### src/rtl/avg_pool_pkg.sv
// Shared types and sizing helpers for the global average pooling stage.
package avg_pool_pkg;

  localparam int DEF_POOL_SIZE    = 49;
  localparam int DEF_NUM_CHANNELS = 8;

  typedef enum logic [1:0] {
    ACCUM,
    DIV_START,
    DIV_RUN,
    OUTPUT
  } state_e;

  // A sum of pool_size values of data_width bits cannot exceed this width.
  function automatic int acc_width(input int data_width, input int pool_size);
    return data_width + $clog2(pool_size);
  endfunction

  function automatic int idx_width(input int n);
    return (n > 1) ? $clog2(n) : 1;
  endfunction

endpackage

### src/rtl/seq_udiv.sv
// Restoring unsigned divider: one quotient bit per cycle, WIDTH iterations,
// done pulses for one cycle alongside the final quotient/remainder.
module seq_udiv #(
  parameter int WIDTH = 16
) (
  input  logic             clock,
  input  logic             reset,
  input  logic             start_i,
  input  logic [WIDTH-1:0] dividend_i,
  input  logic [WIDTH-1:0] divisor_i,
  output logic [WIDTH-1:0] quotient_o,
  output logic [WIDTH-1:0] remainder_o,
  output logic             done_o,
  output logic             busy_o
);

  localparam int CNT_W = $clog2(WIDTH + 1);

  logic [WIDTH-1:0] quo_q, rem_q, div_q;
  logic [CNT_W-1:0] cnt_q;
  logic             busy_q, done_q;

  logic [WIDTH:0]   shifted;
  logic             ge;
  logic [WIDTH-1:0] rem_next;

  // Trial subtraction of the divisor from the remainder shifted left by one bit.
  always_comb begin
    shifted  = {rem_q, quo_q[WIDTH-1]};
    ge       = (shifted >= {1'b0, div_q});
    rem_next = ge ? WIDTH'(shifted - {1'b0, div_q}) : shifted[WIDTH-1:0];
  end

  // NOTE: sequential state uses non-blocking assignments only, so every
  // register samples values from before the clock edge.
  always_ff @(posedge clock or posedge reset) begin
    if (reset) begin
      quo_q  <= '0;
      rem_q  <= '0;
      div_q  <= '0;
      cnt_q  <= '0;
      busy_q <= 1'b0;
      done_q <= 1'b0;
    end else begin
      done_q <= 1'b0;
      if (start_i) begin
        quo_q  <= dividend_i;
        rem_q  <= '0;
        div_q  <= divisor_i;
        cnt_q  <= CNT_W'(WIDTH);
        busy_q <= 1'b1;
      end else if (busy_q) begin
        quo_q <= {quo_q[WIDTH-2:0], ge};
        rem_q <= rem_next;
        cnt_q <= cnt_q - CNT_W'(1);
        if (cnt_q == CNT_W'(1)) begin
          busy_q <= 1'b0;
          done_q <= 1'b1;
        end
      end
    end
  end

  assign quotient_o  = quo_q;
  assign remainder_o = rem_q;
  assign done_o      = done_q;
  assign busy_o      = busy_q;

endmodule

### src/rtl/global_avg_pool.sv
// Global average pooling: sums POOL_SIZE pixels per channel, divides each sum
// by POOL_SIZE and streams one result per channel. AVG_POOL_ROUND_EN selects round-half-up.
module global_avg_pool
  import avg_pool_pkg::*;
#(
  parameter int DATA_WIDTH   = 32,
  parameter int NUM_CHANNELS = DEF_NUM_CHANNELS,
  parameter int POOL_SIZE    = DEF_POOL_SIZE
) (
  input  logic                                 clock,
  input  logic                                 reset,
  input  logic [DATA_WIDTH-1:0]                in_data,
  input  logic                                 in_valid,
  output logic                                 in_ready,
  output logic [DATA_WIDTH-1:0]                out_data,
  output logic [idx_width(NUM_CHANNELS)-1:0]   out_channel,
  output logic                                 out_valid,
  input  logic                                 out_ready,
  output logic                                 out_last,
  output logic                                 busy
);

  localparam int ACC_WIDTH = acc_width(DATA_WIDTH, POOL_SIZE);
  localparam int CH_W      = idx_width(NUM_CHANNELS);
  localparam int PIX_W     = idx_width(POOL_SIZE);

  state_e                 state_q, state_d;
  logic [CH_W-1:0]        ch_cnt_q, ch_cnt_d;
  logic [PIX_W-1:0]       pix_cnt_q, pix_cnt_d;
  logic [CH_W-1:0]        out_ch_q, out_ch_d;
  logic [ACC_WIDTH-1:0]   acc_q [NUM_CHANNELS];
  logic [ACC_WIDTH-1:0]   acc_d [NUM_CHANNELS];
  logic [DATA_WIDTH-1:0]  out_data_q, out_data_d;
  logic [CH_W-1:0]        out_channel_q, out_channel_d;
  logic                   out_valid_q, out_valid_d;
  logic                   out_last_q, out_last_d;
  logic                   in_ready_q, busy_q;

  logic                   div_start, div_done, div_busy;
  logic [ACC_WIDTH-1:0]   div_dividend, div_quotient, div_remainder;

`ifdef AVG_POOL_ROUND_EN
  assign div_dividend = acc_q[out_ch_q] + ACC_WIDTH'(POOL_SIZE / 2);
`else
  assign div_dividend = acc_q[out_ch_q];
`endif

  seq_udiv #(.WIDTH(ACC_WIDTH)) u_div (
    .clock       (clock),
    .reset       (reset),
    .start_i     (div_start),
    .dividend_i  (div_dividend),
    .divisor_i   (ACC_WIDTH'(POOL_SIZE)),
    .quotient_o  (div_quotient),
    .remainder_o (div_remainder),
    .done_o      (div_done),
    .busy_o      (div_busy)
  );

  // The quotient always fits DATA_WIDTH; the upper bits and remainder are unused.
  logic unused_div;
  assign unused_div = ^{div_quotient[ACC_WIDTH-1:DATA_WIDTH], div_remainder, div_busy};

  // NOTE: every variable gets a default before the case so no latch is inferred.
  always_comb begin
    state_d       = state_q;
    ch_cnt_d      = ch_cnt_q;
    pix_cnt_d     = pix_cnt_q;
    out_ch_d      = out_ch_q;
    acc_d         = acc_q;
    out_data_d    = out_data_q;
    out_channel_d = out_channel_q;
    out_valid_d   = out_valid_q;
    out_last_d    = out_last_q;
    div_start     = 1'b0;

    unique case (state_q)
      ACCUM: begin
        if (in_valid && in_ready_q) begin
          acc_d[ch_cnt_q] = acc_q[ch_cnt_q] + ACC_WIDTH'(in_data);
          if (ch_cnt_q == CH_W'(NUM_CHANNELS - 1)) begin
            ch_cnt_d = '0;
            if (pix_cnt_q == PIX_W'(POOL_SIZE - 1)) begin
              pix_cnt_d = '0;
              out_ch_d  = '0;
              state_d   = DIV_START;
            end else begin
              pix_cnt_d = pix_cnt_q + PIX_W'(1);
            end
          end else begin
            ch_cnt_d = ch_cnt_q + CH_W'(1);
          end
        end
      end
      DIV_START: begin
        div_start = 1'b1;
        state_d   = DIV_RUN;
      end
      DIV_RUN: begin
        if (div_done) begin
          out_data_d    = div_quotient[DATA_WIDTH-1:0];
          out_channel_d = out_ch_q;
          out_valid_d   = 1'b1;
          out_last_d    = (out_ch_q == CH_W'(NUM_CHANNELS - 1));
          state_d       = OUTPUT;
        end
      end
      OUTPUT: begin
        if (out_ready) begin
          out_valid_d = 1'b0;
          out_last_d  = 1'b0;
          if (out_ch_q == CH_W'(NUM_CHANNELS - 1)) begin
            acc_d     = '{default: '0};
            ch_cnt_d  = '0;
            pix_cnt_d = '0;
            state_d   = ACCUM;
          end else begin
            out_ch_d = out_ch_q + CH_W'(1);
            state_d  = DIV_START;
          end
        end
      end
      default: state_d = ACCUM;
    endcase
  end

  // NOTE: the accumulator array is reset explicitly because a reset
  // mid-map must discard partial sums, not just the control state.
  always_ff @(posedge clock or posedge reset) begin
    if (reset) begin
      state_q       <= ACCUM;
      ch_cnt_q      <= '0;
      pix_cnt_q     <= '0;
      out_ch_q      <= '0;
      acc_q         <= '{default: '0};
      out_data_q    <= '0;
      out_channel_q <= '0;
      out_valid_q   <= 1'b0;
      out_last_q    <= 1'b0;
      in_ready_q    <= 1'b1;
      busy_q        <= 1'b0;
    end else begin
      state_q       <= state_d;
      ch_cnt_q      <= ch_cnt_d;
      pix_cnt_q     <= pix_cnt_d;
      out_ch_q      <= out_ch_d;
      acc_q         <= acc_d;
      out_data_q    <= out_data_d;
      out_channel_q <= out_channel_d;
      out_valid_q   <= out_valid_d;
      out_last_q    <= out_last_d;
      in_ready_q    <= (state_d == ACCUM);
      busy_q        <= (state_d != ACCUM);
    end
  end

  assign in_ready    = in_ready_q;
  assign busy        = busy_q;
  assign out_data    = out_data_q;
  assign out_channel = out_channel_q;
  assign out_valid   = out_valid_q;
  assign out_last    = out_last_q;

endmodule

### config.mk
export PLATFORM = sky130hd
export DESIGN_NAME = global_avg_pool
export DESIGN_NICKNAME = d
export VERILOG_FILES = /design/src/rtl/avg_pool_pkg.sv /design/src/rtl/seq_udiv.sv /design/src/rtl/global_avg_pool.sv
export SDC_FILE = /design/constraint.sdc
export NUM_CORES = 1
export LEC_CHECK = 0
export CAP_MARGIN = 20
export CORE_UTILIZATION = 65
export CTS_CLUSTER_DIAMETER = 200
export DETAILED_ROUTE_END_ITERATION = 7
export GPL_TIMING_DRIVEN = 0
export PLACE_DENSITY = 0.86
export SETUP_SLACK_MARGIN = 0.5
export SLEW_MARGIN = 10
export SYNTH_ARGS = -nofsm -noshare
export SYNTH_HDL_FRONTEND = slang
export SYNTH_HIERARCHICAL = 1
export SYNTH_SLANG_ARGS = --single-unit
### constraint.sdc
create_clock -name clock -period 18.84 [get_ports clock]
set_input_delay 3.768 -clock clock [delete_from_list [all_inputs] [get_ports clock]]
set_output_delay 3.768 -clock clock [all_outputs]
set_load 0.02 [all_outputs]
Word-level counts from Yosys, hierarchy flattened
Index checks and enable logic that the tools add are counted.
{"block": "op_classes", "n_addsub": 6, "magnitude_cmp": 4, "eq_ne": 14, "n_mux": 56, "bitwise": 2, "n_reduce_logical": 13}
{"cell": "304-bit two-way mux", "count": 3}
{"cell": "304-bit one-hot mux with 2 select lines", "count": 1}
{"cell": "38-bit two-way mux", "count": 10}
{"cell": "304-bit bitwise mux", "count": 1}
{"cell": "38-bit binary-select mux with 3-bit select", "count": 2}
{"cell": "38-bit demux with 3-bit select", "count": 1}
{"cell": "6-bit two-way mux", "count": 7}
{"cell": "39-bit by 6-bit >= comparator with 1-bit output", "count": 1}
{"cell": "38-bit by 32-bit adder with 38-bit output", "count": 1}
{"cell": "38-bit by 6-bit subtractor with 38-bit output", "count": 1}
{"cell": "3-bit two-way mux", "count": 9}
{"cell": "2-bit != test (second input constant)", "count": 6}
{"cell": "3-bit one-hot mux with 2 select lines", "count": 2}
{"cell": "6-bit one-hot mux with 2 select lines", "count": 1}
{"cell": "1-bit two-way mux", "count": 11}
{"cell": "2-bit two-way mux", "count": 5}
{"cell": "4-bit >= comparator (second input constant)", "count": 2}
{"cell": "3-bit inverter with 4-bit output", "count": 2}
{"cell": "2-bit one-hot mux with 4 select lines", "count": 1}
{"cell": "2-bit nonzero test", "count": 4}
{"cell": "3-bit by 1-bit adder with 3-bit output (second input constant)", "count": 2}
{"cell": "6-bit by 1-bit adder with 6-bit output (second input constant)", "count": 1}
{"cell": "3-bit equality test (second input constant)", "count": 2}
{"cell": "6-bit by 1-bit equality test with 1-bit output (second input constant)", "count": 1}
{"cell": "14 further kinds", "count": 18}
{"block": "word_totals", "ff_bits": 442, "input_bits": 36, "out_inout_bits": 39, "wordCells": 119}

Longest topological paths before layout
{"block": "logic_depth", "depth_word": 8, "depth_mapped": 20, "depth_no_buf": 15}

Hierarchy
The synthesis kept the hierarchy.
{"module": "global_avg_pool", "n_inst": 1, "cells_per_inst": 1628, "area_each_um2": 18999.5, "seq_area_each_um2": 8934.8}
{"module": "seq_udiv", "n_inst": 1, "cells_per_inst": 896, "area_each_um2": 7863.8, "seq_area_each_um2": 3052.9}

Worst setup path before layout
OpenSTA, ideal clock, no wires.
{"block": "synth_path", "kind": "input to register", "startpoint": "input port in_data[8]", "endpoint": "register acc_q[111] in the netlist's numbering", "setup_time_ns": 0.133, "t_arrival_ns": 5.998, "t_required_ns": 18.707, "path_slack_ns": 12.709, "path_stages": 9, "n_path_buf": 0, "cell_sequence": "ha_1 > nand2_1 > nor4_2 > o311ai_1 > and3_4 > or4_4 > a211oi_2 > xor2_2 > o21ai_0"}
{"block": "synth_between", "elab_chain_cells": 4}
{"item": "from (decl)", "line_no": "global_avg_pool.sv:12", "rtl": "input logic [DATA_WIDTH-1:0] in_data,"}
{"item": "38-bit by 32-bit adder with 38-bit output", "line_no": "global_avg_pool.sv:80", "rtl": "acc_d[ch_cnt_q] = acc_q[ch_cnt_q] + ACC_WIDTH'(in_data);"}
{"item": "304-bit bitwise mux", "line_no": "global_avg_pool.sv:80"}
{"item": "304-bit two-way mux", "line_no": "global_avg_pool.sv:79", "rtl": "if (in_valid && in_ready_q) begin"}
{"item": "304-bit one-hot mux with 2 select lines", "line_no": "global_avg_pool.sv:77", "rtl": "unique case (state_q)"}
{"item": "to (signal assigned)", "line_no": "global_avg_pool.sv:135", "rtl": "acc_q <= '{default: '0};"}
{"item": "to (signal assigned)", "line_no": "global_avg_pool.sv:147", "rtl": "acc_q <= acc_d;"}
{"item": "to (decl)", "line_no": "global_avg_pool.sv:31", "rtl": "logic [ACC_WIDTH-1:0] acc_q [NUM_CHANNELS];"}
No other way between the ends. The select of a mux whose other input is x is not followed.
A chain may end at the register's enable or synchronous reset.

Worst setup path after layout
{"block": "layout_path", "startpoint": "register ch_cnt_q[2]", "endpoint": "register acc_q[143] in the netlist's numbering"}
{"block": "layout_between", "elab_chain_cells": 8, "word_cells_on_any_way": 13, "cone_classes": "1 x add/sub; 2 x order compare; 8 x mux; 1 x bitwise; 1 x reduce/logical"}
{"item": "from (decl)", "line_no": "global_avg_pool.sv:28", "rtl": "logic [CH_W-1:0] ch_cnt_q, ch_cnt_d;"}
{"item": "from (signal assigned)", "line_no": "global_avg_pool.sv:144", "rtl": "ch_cnt_q <= ch_cnt_d;"}
{"item": "3-bit inverter with 4-bit output (not written as such) *", "line_no": "global_avg_pool.sv:80"}
{"item": "38-bit binary-select mux with 3-bit select (tied with other cells)", "line_no": "global_avg_pool.sv:80"}
{"item": "38-bit two-way mux (not written as such) / 1-bit logical AND (equally long branches)", "line_no": "global_avg_pool.sv:80"}
{"item": "38-bit two-way mux (not written as such)", "line_no": "global_avg_pool.sv:80"}
{"item": "38-bit by 32-bit adder with 38-bit output / 38-bit demux with 3-bit select (equally long branches)", "line_no": "global_avg_pool.sv:80"}
{"item": "304-bit bitwise mux *", "line_no": "global_avg_pool.sv:80"}
{"item": "304-bit two-way mux *", "line_no": "global_avg_pool.sv:79"}
{"item": "304-bit one-hot mux with 2 select lines *", "line_no": "global_avg_pool.sv:77"}
Mark *: on every way between the ends. The rest lies on a longest branch, timed or not. The select of a mux whose other input is x is not followed.

==> reports/results.ini <==
[global_routing]
grt_first_pass_wirelength_um=138000
first_global_vias=23800
grt_max_degree=128
grt_overflow=0
grt_usage_pct=43.8
antenna_found_initial=3

[finish]
syn_to_final_growth_pct=12.9
fill_cells=2747
fin_nets=2810
multi_input_area_um2=13800
instances_no_fill=3266
utilization_pct=74.3
seq_area_um2=12000
drive_gt1_share_pct=11.8
antenna_cells=0

[drt]
vias_per_cell=7.27
wl_per_cell_um=28.1
firstDrtPassIters=6
ant_nets=0
drtIter0Drc=3227
routed-via-count=23700
drcViolationCount=0
routed_wl_um=91700

[synth]
yosysMostFrequentCell=dfrtp_1
synth.largest_area_cell=dfrtp_1
yosysSeqAreaShare_pct=44.6
ys_types=92
synthTopCellsByCount=dfrtp_1, nand2_1, a22o_1
synth_seq_cells=479
yosys_warnings=6
synth_area_um2=26900
synthTopCellsByArea=dfrtp_1, a22o_1, mux4_2, ha_1, o21ai_0
synth_edf_count=0
synth_cells=2524
postSynthAreaPerCell_um2=10.6
synthFlopType=dfrtp_1
yosysTopAreaCellShare_pct=44.5
synthArstFlopShare_pct=100

[clocking]
cts.sinks=479
numCtsBuffers=50
cts_resized=0
h-tree-depth=2
cts_buffer_depth=3
cts_hold_buf=0
ctsRootBufferMaster=clkbuf_16
clkLatencyLatePin_ns=0.62
post_cts_buffers=0
path_clk_slew_ns=0.06
tritoncts=built

[run]
max-cap-violations=0

[timing]
setup_violations=0
hold_viol_final=0
maxSlewHeadroom_pct=14.4
fin_ws_ns=10.64
max_freq_mhz=122
period_share_pct=43.5
worst_slew_pin_slew_ns=1.28
tns_ns=0
rsz0062_at_grt=false
maxSlewViolCount=0
finClkSkew_ns=0.0415
period_minus_slack_ns=8.20

[setup_path]
cp-end-kind=register
crit_fanout=10
cp.required_ns=19.40
worst-setup-path-type=reg -> reg
start_kind=register
arrival_ns=8.76

[power_and_ir_drop]
powerDensity_nw_per_um2=184
max-vdd-ir-drop_v=0.000116
leakage_nw=13.5

[die]
core-area_um2=40800
ioPinCount=75
initial_core_util_pct=65.8
die_w_um=205
fp.dieArea_um2=42100
die_h_um=205
placementRows=74

[min_path]
hold_path_class=reg -> reg

[placement]
finalWeightedCongestion=1.01
portBuffers=74
dp.cells=3170
dp_slack_ns=11.24
hpwl_um=60900

[outcome]
outcome=finished clean

-- where the power goes --
group	internal, W	leakage, nW	switching (W)
combinational	0.00114	6.29	0.00183
sequential	0.00131	6.33	0.000220
clock	0.000640	0.866	0.000438
-- metal layers --
metal,GRT usage (%),up-vias,routed length (µm)
li1,-,9825,-
met2,68.5,1741,41600
met5,0,-,31
met1,52.2,11600,31200
met3,12.8,552,11600
met4,30.8,4,7290
-- stage by stage --
stage,hold slack (ns),instance area (µm²),power (W)
finish,0.489,30300,0.00557
global route,0.520,30300,0.00582
CTS,0.488,30300,0.00545
detailed placement,0.472,28500,0.00436
global placement,0.465,28400,0.00424
floorplan,0.455,27000,0.00354
-- state kept, by name, summed over array words and instances (netlist names) --
name               flops
acc_q                304
busy                   1
ch_cnt_q               3
in_ready               1
out_ch_q               3
out_channel            3
out_data              32
out_last               1
out_valid              1
pix_cnt_q              6
state_q                2
u_div/busy_o           1
u_div/cnt_q            6
u_div/div_q           38
u_div/done_o           1
u_div/quotient_o      38
u_div/remainder_o     38
-- path summary, 6_finish.rpt --
kind / end / depth (start not counted) / startpoint / slack, ns
max: acc_q[143] / 17 / ch_cnt_q[2] / 10.64
min: out_valid / 2 / out_valid / 0.49
max reg2reg: acc_q[143] / 17 / ch_cnt_q[2] / 10.64
min reg2reg: out_valid / 2 / out_valid / 0.49
max in group asynchronous: acc_q[196] / 4 / reset / 13.29
min in group asynchronous: u_div/quotient_o[31] / 2 / reset / 3.73
-- cell type report --
cell class / instances / area share (%)
clock inverters: 22 / 1.15
well taps: 532 / 2.19
plain buffers: 204 / 3.02
flip-flops and latches: 479 / 39.5
inverters: 70 / 0.907
multi-input cells: 1807 / 45.6
clock buffers: 70 / 4.71
repair buffers: 82 / 2.90
-- cells by family (layout without fill, tap and decap cells) --
logic type	Yosys count	in the layout	share of synthesized area, %
and+or+nand+nor	578	578	10.2
other	2	38	0.0280
buffers and inverters	274	448	4.39
AOI/OAI and AO/OA	814	814	21.7
DFF	479	479	44.6
xor gates and xnor gates	63	63	2.17
adders and majority gates	80	80	3.78
muxes	234	234	13.1
-- cell usage in the layout (no fill, tap or decap), drive strengths merged, types with 38 or more instances in the layout --
cell type	count
a22oi	109
inv	70
nor2	101
dfrtp	478
a22o	237
o21ai	182
mux2	78
mux4	86
mux2i	70
nand2	238
ha	78
buf	67
clkdlybuf4s50	74
nand3	65
a21oi	104
conb	38
nand4	39
clkbuf	215
-- worst max-delay path, stage by stage, from the launching register on --
cell and delay (ns):
dfrtp_1 0.35, clkbuf_1 0.42, buf_1 0.59, nand2_1 0.14, nor2_1 0.97, clkbuf_1 0.74, buf_1 0.99, a22oi_1 0.25
nand4_1 0.18, ha_1 0.30, a21oi_1 0.17, nand2_1 0.16, o311ai_1 0.84, nand3_1 0.32, o31ai_1 0.65, o221ai_1 0.24
xnor2_1 0.57, a22o_1 0.24
Power figures use the tool's default switching activity.
